[config.mk]
export PLATFORM = sky130hd
export DESIGN_NAME = execute_hazard_ctrl_flat
export DESIGN_NICKNAME = d
export VERILOG_FILES = /design/src/rtl/execute_hazard_ctrl_pkg.sv /design/src/rtl/execute_hazard_ctrl_if.sv /design/src/rtl/execute_hazard_ctrl_sat_counter.sv /design/src/rtl/execute_hazard_ctrl.sv /design/src/flat_wrapper.sv
export SDC_FILE = /design/constraint.sdc
export NUM_CORES = 1
export LEC_CHECK = 0
export BUFFER_PORTS_ARGS = -buffer_cell sky130_fd_sc_hd__clkbuf_2
export CAP_MARGIN = 40
export CORE_MARGIN = 4
export CORE_UTILIZATION = 45
export CTS_CLUSTER_SIZE = 20
export DETAILED_ROUTE_END_ITERATION = 7
export GPL_TIMING_DRIVEN = 1
export PLACE_DENSITY = 0.84
export SLEW_MARGIN = 20
export SYNTH_ARGS = -nofsm -noshare
export SYNTH_HDL_FRONTEND = slang
export SYNTH_SLANG_ARGS = --single-unit
[constraint.sdc]
create_clock -name clk -period 1.9 [get_ports clk]
set_input_delay 0.38 -clock clk [delete_from_list [all_inputs] [get_ports clk]]
set_output_delay 0.38 -clock clk [all_outputs]
set_load 0.02 [all_outputs]
[src/rtl/execute_hazard_ctrl_pkg.sv]
// Shared encodings for the execute-stage hazard controller: forwarding selects,
// result-source codes and the mul/div sequencing FSM state type.
package execute_hazard_ctrl_pkg;

    localparam logic [1:0] FWD_REG = 2'b00;
    localparam logic [1:0] FWD_MEM = 2'b01;
    localparam logic [1:0] FWD_WB  = 2'b10;

    localparam logic [1:0] RES_ALU = 2'b00;
    localparam logic [1:0] RES_MEM = 2'b01;
    localparam logic [1:0] RES_PC4 = 2'b10;

    typedef enum logic {
        ST_IDLE = 1'b0,
        ST_BUSY = 1'b1
    } md_state_t;

endpackage

[src/rtl/execute_hazard_ctrl_if.sv]
// Bundle of pipeline-side signals seen by the hazard controller.
// slave = the controller itself, master = the pipeline/datapath driving it.
interface execute_hazard_ctrl_if #(
    parameter int REG_ADDR_WIDTH = 5,
    parameter int CNT_WIDTH      = 32
);
    logic [REG_ADDR_WIDTH-1:0] rs1_d;
    logic [REG_ADDR_WIDTH-1:0] rs2_d;
    logic [REG_ADDR_WIDTH-1:0] rs1_e;
    logic [REG_ADDR_WIDTH-1:0] rs2_e;
    logic [REG_ADDR_WIDTH-1:0] rd_e;
    logic [1:0]                res_src_e;
    logic                      pc_src_e;
    logic [REG_ADDR_WIDTH-1:0] rd_m;
    logic [REG_ADDR_WIDTH-1:0] rd_w;
    logic                      reg_write_m;
    logic                      reg_write_w;
    logic                      muldiv_e;
    logic                      muldiv_done;
    logic                      cnt_clr;

    logic [1:0]                forward_a_e;
    logic [1:0]                forward_b_e;
    logic                      stall_f;
    logic                      stall_d;
    logic                      stall_e;
    logic                      flush_d;
    logic                      flush_e;
    logic                      bubble_m;
    logic                      muldiv_start;
    logic                      md_busy;
    logic [CNT_WIDTH-1:0]      load_stall_cnt;
    logic [CNT_WIDTH-1:0]      md_stall_cnt;

    modport slave (
        input  rs1_d, rs2_d, rs1_e, rs2_e, rd_e, res_src_e, pc_src_e,
               rd_m, rd_w, reg_write_m, reg_write_w, muldiv_e, muldiv_done, cnt_clr,
        output forward_a_e, forward_b_e, stall_f, stall_d, stall_e, flush_d, flush_e,
               bubble_m, muldiv_start, md_busy, load_stall_cnt, md_stall_cnt
    );

    modport master (
        output rs1_d, rs2_d, rs1_e, rs2_e, rd_e, res_src_e, pc_src_e,
               rd_m, rd_w, reg_write_m, reg_write_w, muldiv_e, muldiv_done, cnt_clr,
        input  forward_a_e, forward_b_e, stall_f, stall_d, stall_e, flush_d, flush_e,
               bubble_m, muldiv_start, md_busy, load_stall_cnt, md_stall_cnt
    );

endinterface

[src/rtl/execute_hazard_ctrl_sat_counter.sv]
// Cycle counter that sticks at all-ones instead of wrapping; clear beats increment.
module sat_counter #(
    parameter int CNT_WIDTH = 32
) (
    input  logic                 clk,
    input  logic                 rst_n,
    input  logic                 i_inc,
    input  logic                 i_clr,
    output logic [CNT_WIDTH-1:0] o_cnt
);

    logic [CNT_WIDTH-1:0] r_cnt;

    always_ff @(posedge clk or negedge rst_n) begin
        if (!rst_n) begin
            r_cnt <= '0;
        end else if (i_clr) begin
            r_cnt <= '0;
        end else if (i_inc && (r_cnt != '1)) begin
            r_cnt <= r_cnt + CNT_WIDTH'(1);
        end
    end

    assign o_cnt = r_cnt;

endmodule

[src/rtl/execute_hazard_ctrl.sv]
// Execute-stage hazard controller: operand forwarding, load-use stalls,
// branch flushes, mul/div start/done sequencing and stall perf counters.
module execute_hazard_ctrl
    import execute_hazard_ctrl_pkg::*;
#(
    parameter int REG_ADDR_WIDTH = 5,
    parameter int CNT_WIDTH      = 32
) (
    input  logic                  clk,
    input  logic                  rst_n,
    execute_hazard_ctrl_if.slave  bus
);

    logic [REG_ADDR_WIDTH-1:0] w_rs_e [2];
    md_state_t                 r_state;
    md_state_t                 w_state_next;
    logic                      w_start;
    logic                      w_md_stall;
    logic                      w_lw_stall;

    assign w_rs_e[0] = bus.rs1_e;
    assign w_rs_e[1] = bus.rs2_e;

    // Same priority chain for both operands: the younger M result shadows W.
    for (genvar gi = 0; gi < 2; gi++) begin : g_fwd
        logic [1:0] w_sel;
        always_comb begin
            w_sel = FWD_REG;
            if (bus.reg_write_m && (bus.rd_m != '0) && (bus.rd_m == w_rs_e[gi])) begin
                w_sel = FWD_MEM;
            end else if (bus.reg_write_w && (bus.rd_w != '0) && (bus.rd_w == w_rs_e[gi])) begin
                w_sel = FWD_WB;
            end
        end
    end

    assign bus.forward_a_e = g_fwd[0].w_sel;
    assign bus.forward_b_e = g_fwd[1].w_sel;

    assign w_lw_stall = (bus.res_src_e == RES_MEM) && (bus.rd_e != '0) &&
                        ((bus.rd_e == bus.rs1_d) || (bus.rd_e == bus.rs2_d));

    always_ff @(posedge clk or negedge rst_n) begin
        if (!rst_n) begin
            r_state <= ST_IDLE;
        end else begin
            r_state <= w_state_next;
        end
    end

    // A taken branch in E suppresses the start; the done cycle releases the stall
    // so the finished op leaves E on the same edge the FSM returns to IDLE.
    always_comb begin
        w_state_next = r_state;
        w_start      = 1'b0;
        w_md_stall   = 1'b0;
        case (r_state)
            ST_IDLE: begin
                if (bus.muldiv_e && !bus.pc_src_e) begin
                    w_start      = 1'b1;
                    w_md_stall   = 1'b1;
                    w_state_next = ST_BUSY;
                end
            end
            ST_BUSY: begin
                if (bus.muldiv_done) begin
                    w_state_next = ST_IDLE;
                end else begin
                    w_md_stall   = 1'b1;
                end
            end
            default: begin
                w_state_next = ST_IDLE;
            end
        endcase
    end

    assign bus.muldiv_start = w_start;
    assign bus.md_busy      = (r_state == ST_BUSY);
    assign bus.stall_f      = w_md_stall | w_lw_stall;
    assign bus.stall_d      = w_md_stall | w_lw_stall;
    assign bus.stall_e      = w_md_stall;
    assign bus.bubble_m     = w_md_stall;
    assign bus.flush_d      = bus.pc_src_e & ~w_md_stall;
    assign bus.flush_e      = (w_lw_stall | bus.pc_src_e) & ~w_md_stall;

    sat_counter #(.CNT_WIDTH(CNT_WIDTH)) u_load_cnt (
        .clk   (clk),
        .rst_n (rst_n),
        .i_inc (w_lw_stall & ~w_md_stall),
        .i_clr (bus.cnt_clr),
        .o_cnt (bus.load_stall_cnt)
    );

    sat_counter #(.CNT_WIDTH(CNT_WIDTH)) u_md_cnt (
        .clk   (clk),
        .rst_n (rst_n),
        .i_inc (w_md_stall),
        .i_clr (bus.cnt_clr),
        .o_cnt (bus.md_stall_cnt)
    );

endmodule

[src/flat_wrapper.sv]
// flat-port wrapper written by rule: the top's interface ports become plain ports
module execute_hazard_ctrl_flat import execute_hazard_ctrl_pkg::*;
#(
    parameter int REG_ADDR_WIDTH = 5,
    parameter int CNT_WIDTH      = 32
)
  (clk, rst_n, bus_rs1_d, bus_rs2_d, bus_rs1_e, bus_rs2_e, bus_rd_e, bus_res_src_e, bus_pc_src_e, bus_rd_m, bus_rd_w, bus_reg_write_m, bus_reg_write_w, bus_muldiv_e, bus_muldiv_done, bus_cnt_clr, bus_forward_a_e, bus_forward_b_e, bus_stall_f, bus_stall_d, bus_stall_e, bus_flush_d, bus_flush_e, bus_bubble_m, bus_muldiv_start, bus_md_busy, bus_load_stall_cnt, bus_md_stall_cnt);
  execute_hazard_ctrl_if #(.REG_ADDR_WIDTH(REG_ADDR_WIDTH), .CNT_WIDTH(CNT_WIDTH)) bus_i ();
  input  logic clk;
  input  logic rst_n;
  input wire logic [$bits(bus_i.rs1_d)-1:0] bus_rs1_d;
  input wire logic [$bits(bus_i.rs2_d)-1:0] bus_rs2_d;
  input wire logic [$bits(bus_i.rs1_e)-1:0] bus_rs1_e;
  input wire logic [$bits(bus_i.rs2_e)-1:0] bus_rs2_e;
  input wire logic [$bits(bus_i.rd_e)-1:0] bus_rd_e;
  input wire logic [$bits(bus_i.res_src_e)-1:0] bus_res_src_e;
  input wire logic [$bits(bus_i.pc_src_e)-1:0] bus_pc_src_e;
  input wire logic [$bits(bus_i.rd_m)-1:0] bus_rd_m;
  input wire logic [$bits(bus_i.rd_w)-1:0] bus_rd_w;
  input wire logic [$bits(bus_i.reg_write_m)-1:0] bus_reg_write_m;
  input wire logic [$bits(bus_i.reg_write_w)-1:0] bus_reg_write_w;
  input wire logic [$bits(bus_i.muldiv_e)-1:0] bus_muldiv_e;
  input wire logic [$bits(bus_i.muldiv_done)-1:0] bus_muldiv_done;
  input wire logic [$bits(bus_i.cnt_clr)-1:0] bus_cnt_clr;
  output wire logic [$bits(bus_i.forward_a_e)-1:0] bus_forward_a_e;
  output wire logic [$bits(bus_i.forward_b_e)-1:0] bus_forward_b_e;
  output wire logic [$bits(bus_i.stall_f)-1:0] bus_stall_f;
  output wire logic [$bits(bus_i.stall_d)-1:0] bus_stall_d;
  output wire logic [$bits(bus_i.stall_e)-1:0] bus_stall_e;
  output wire logic [$bits(bus_i.flush_d)-1:0] bus_flush_d;
  output wire logic [$bits(bus_i.flush_e)-1:0] bus_flush_e;
  output wire logic [$bits(bus_i.bubble_m)-1:0] bus_bubble_m;
  output wire logic [$bits(bus_i.muldiv_start)-1:0] bus_muldiv_start;
  output wire logic [$bits(bus_i.md_busy)-1:0] bus_md_busy;
  output wire logic [$bits(bus_i.load_stall_cnt)-1:0] bus_load_stall_cnt;
  output wire logic [$bits(bus_i.md_stall_cnt)-1:0] bus_md_stall_cnt;
  assign bus_i.rs1_d = bus_rs1_d;
  assign bus_i.rs2_d = bus_rs2_d;
  assign bus_i.rs1_e = bus_rs1_e;
  assign bus_i.rs2_e = bus_rs2_e;
  assign bus_i.rd_e = bus_rd_e;
  assign bus_i.res_src_e = bus_res_src_e;
  assign bus_i.pc_src_e = bus_pc_src_e;
  assign bus_i.rd_m = bus_rd_m;
  assign bus_i.rd_w = bus_rd_w;
  assign bus_i.reg_write_m = bus_reg_write_m;
  assign bus_i.reg_write_w = bus_reg_write_w;
  assign bus_i.muldiv_e = bus_muldiv_e;
  assign bus_i.muldiv_done = bus_muldiv_done;
  assign bus_i.cnt_clr = bus_cnt_clr;
  assign bus_forward_a_e = bus_i.forward_a_e;
  assign bus_forward_b_e = bus_i.forward_b_e;
  assign bus_stall_f = bus_i.stall_f;
  assign bus_stall_d = bus_i.stall_d;
  assign bus_stall_e = bus_i.stall_e;
  assign bus_flush_d = bus_i.flush_d;
  assign bus_flush_e = bus_i.flush_e;
  assign bus_bubble_m = bus_i.bubble_m;
  assign bus_muldiv_start = bus_i.muldiv_start;
  assign bus_md_busy = bus_i.md_busy;
  assign bus_load_stall_cnt = bus_i.load_stall_cnt;
  assign bus_md_stall_cnt = bus_i.md_stall_cnt;
  execute_hazard_ctrl #(.REG_ADDR_WIDTH(REG_ADDR_WIDTH), .CNT_WIDTH(CNT_WIDTH)) u_core (.clk(clk), .rst_n(rst_n), .bus(bus_i));
endmodule
==> results.md <==
- Outcome: finished, violations left
- Failing checks: setup timing
- Setup crit start: bus_rd_w[0]
- Core area: a little over 0.009 mm^2
- H-tree depth: 3
- Antenna Cells: 0
- P per Cell Area: 446 mW/mm^2
- Top post-synthesis cells by count: 65 x dfrtp_1, 42 x nor2_1, 37 x xnor2_1, 34 x nand3_1, 29 x a21oi_1
- Post-Syn Area: 0.00425 mm^2
- Slowest cell on the critical path: or4_4
- # nets final: 733
- Reg-to-reg endpoint: u_core.u_load_cnt.o_cnt[11]
- Slew Limit Fails: 0
- Max-Cap Viols: 0
- Post-CTS Hold Buffers: 0
- Fmax: 488 MHz
- Pleak: a little over 3 nW
- Area grow syn2layout: 65.9%
- Flop2flop setup slack: -0.06 ns
- DR vias/cell: 5.99
- Die Width: 105 um
- Worst R2R Path Depth: 7
- IO Port Bufs: 120
- Die ar.: between 0.01 and 0.015 mm^2
- Synthesized net count: 507
- CP most frequent cell: or4_4
- Slew margin rel.: 61.4%
- Syn avg cell area: 9.24 um^2
- Post-synthesis cell count: 460
- Async SR Flop Fraction: 100%
- First-pass DRT Iterations: 5
- Prevailing post-synth register cell: dfrtp_1
- Critical-path maximum fanout: 2
- CTS root buf: clkbuf_8
- Clk Latency, worst-skew pair: 0.35 ns
- Final Util: 76.7%
- Num ports: ~120
- Synth top area cells: dfrtp_1 38%, xnor2_1 7.6%, xor2_1 4.1%
- Vias: a little under 5000
- Max VDD drop: ~0.37 mV
- Placer Congestion: between 0.9 and 1
- Congestion Overflow GR: 0
- Die Ht: between 100 and 150 um
- Number of synthesized flops with an enable pin: 0
- DRC Markers: 0
- Layout cell share with drive strength beyond 1: 59.5%
- CTS Buffer Depth: 2
- Worst hold path class: in2async
- Synth top area share: 38.3%
- Worst-path cell chain: clkbuf_2, or4_4, o21ai_2, or4_4, nor4_4, buf_4
- Crit share post-route: 108%
- Library cells used by synthesis: 50
- Total wire length: 15600 um
- Worst Slack Setup Final: -0.148 ns
- CTS Buf Count: 9
- Initial antenna violation count: 0
- RSZ-0062 raised after global routing: yes
- Most common cell in the netlist: dfrtp_1
- Total power: 3.14 mW
- Largest net degree at the start of global routing: 66
- Flops & latches, synth: 65
- YS warnings: 0
- Worst EP required: approximately 1.5 ns
- Setup CP Type: in2out
- Area after DPL: about 0.0057 mm^2
- Slew @ Worst Pin: 0.579 ns
- Crit path time final: 2.05 ns
- First-pass GRT wire length: 22400 um
- Setup crit end: bus_forward_b_e[1]
- Initial Util: 46.2%
- CTS clk-pin slew, worst paths: 0.08 ns
- Post-DP HPWL: 8980 um
- FF-to-FF Start: u_core.u_load_cnt.o_cnt[24]
- Crit end category: output pin
- Clock sink count: 65
- Crit path arrival time: around 1.7 ns
- Finished Cell Area: 0.00705 mm^2
- Initial drt markers: 320
- GRT Total Usage: 24.3%
- Hold Vio Cnt, Final: 0
- FP Rows: 35
- Setup TNS after final layout: -0.738 ns
- Final Skew: 0.0171 ns
- Number of global-route vias before repair: 4675
- DR WL/cell: 19.4 um
- Crit-path max cell delay: 0.53 ns
- Antenna-violating nets left: 0
- Worst setup SP type: input port
- TritonCTS clock tree: built
- Area leader, netlist: dfrtp_1
- Final setup viols: 17
- Post-synthesis sequential area ratio: 38.3%
==> power by group <==
group          leakage, nW  internal, mW  switching, mW
logic                 2.08         0.236          0.266
registers            0.868          1.39         0.0104
clock network       0.0949         0.644          0.597
total                 3.05          2.27          0.873
==> metal layers <==
metal | part of all wire, % | up-vias | GRT usage, %
met3 | 6.5 | 41 | 4.88
met5 | 0 | - | 0
met4 | 2.4 | 0 | 6.00
met2 | 53 | 249 | 44.4
met1 | 38 | 2376 | 28.9
li1 | - | 2140 | -
==> layout by cell type, fill, tap and decap left out, types with 4 or more instances in the layout <==
cell type and instances:
buf_8 9, and3_4 5, nor2_1 40, nor4_4 15
nor3_2 4, nand2_1 20, dfrtp_2 23, xor2_1 20
buf_4 103, nand3_2 4, nand4_1 18, clkbuf_2 106
nor2b_1 8, o31ai_2 4, o31ai_1 12, a21oi_1 8
a21oi_2 21, buf_12 8, or4_4 21, nand3_1 29
xnor2_1 35, nand2_4 4, and3_1 6, o21ai_0 6
dfrtp_1 42, or3_1 5, mux2_4 6, clkbuf_16 4
buf_6 7, clkbuf_8 13, inv_1 4, nor3_1 7
nor3_4 4
==> registers in the layout, indices dropped and copies added, names as in the netlist <==
register and count:
u_core.u_md_cnt.o_cnt 32, u_core.u_load_cnt.o_cnt 32, u_core.bus.md_busy 1
==> timing repair <==
| item | in CTS | in global routing |
|---|---|---|
| resized for setup | 60 | 97 |
| pin swaps | 12 | 54 |
| setup buffers | 9 | 23 |
| setup endpoints to repair | 36 | 70 |
| cloned | 2 | 5 |
==> through the flow <==
step	hold WS, ns	instances	worst slack [ns]
floorplan	0.0844	460	-0.0715
global placement	0.427	747	-0.248
detailed placement	0.434	747	-0.410
CTS	0.0668	774	-0.165
global route	0.0608	802	-0.180
finish	0.0470	802	-0.148
==> final cells by class <==
cell class / instances / area, um^2
clock buffer: 10 / 138
inverter: 5 / 23.8
sequential: 65 / 1660
fill: 575 / 2150
tap: 111 / 139
timing repair buffer: 242 / 1870
clock inverter: 6 / 66.3
multi-input combinational: 363 / 3150
==> how the worst min path moves through the flow <==
stage / startpoint / to / slack (ns) / cells after the start
floorplan: rst_n / u_core.bus.md_busy / 0.08 / 0
global placement: rst_n / u_core.u_load_cnt.o_cnt[5] / 0.43 / 2
detailed placement: rst_n / u_core.u_load_cnt.o_cnt[5] / 0.43 / 2
CTS: rst_n / u_core.u_load_cnt.o_cnt[13] / 0.07 / 2
global route: rst_n / u_core.u_load_cnt.o_cnt[5] / 0.06 / 2
finish: rst_n / u_core.u_load_cnt.o_cnt[5] / 0.05 / 2
==> worst max-delay path: cells and delay by family <==
family | cells | cell delay (ns)
AND/OR/NAND/NOR | 3 | 0.95
buffers and inverters | 2 | 0.29
AO/OA/AOI/OAI | 1 | 0.05
==> logic make-up after synthesis <==
group | share of synthesized area (%)
simple gates | 34.1
xor+xnor | 11.7
buf+inv | 4.27
mux | 1.85
fa+ha+maj | 0.589
compound gates | 9.21
flops | 38.3
(Power assumes the default switching activity.)
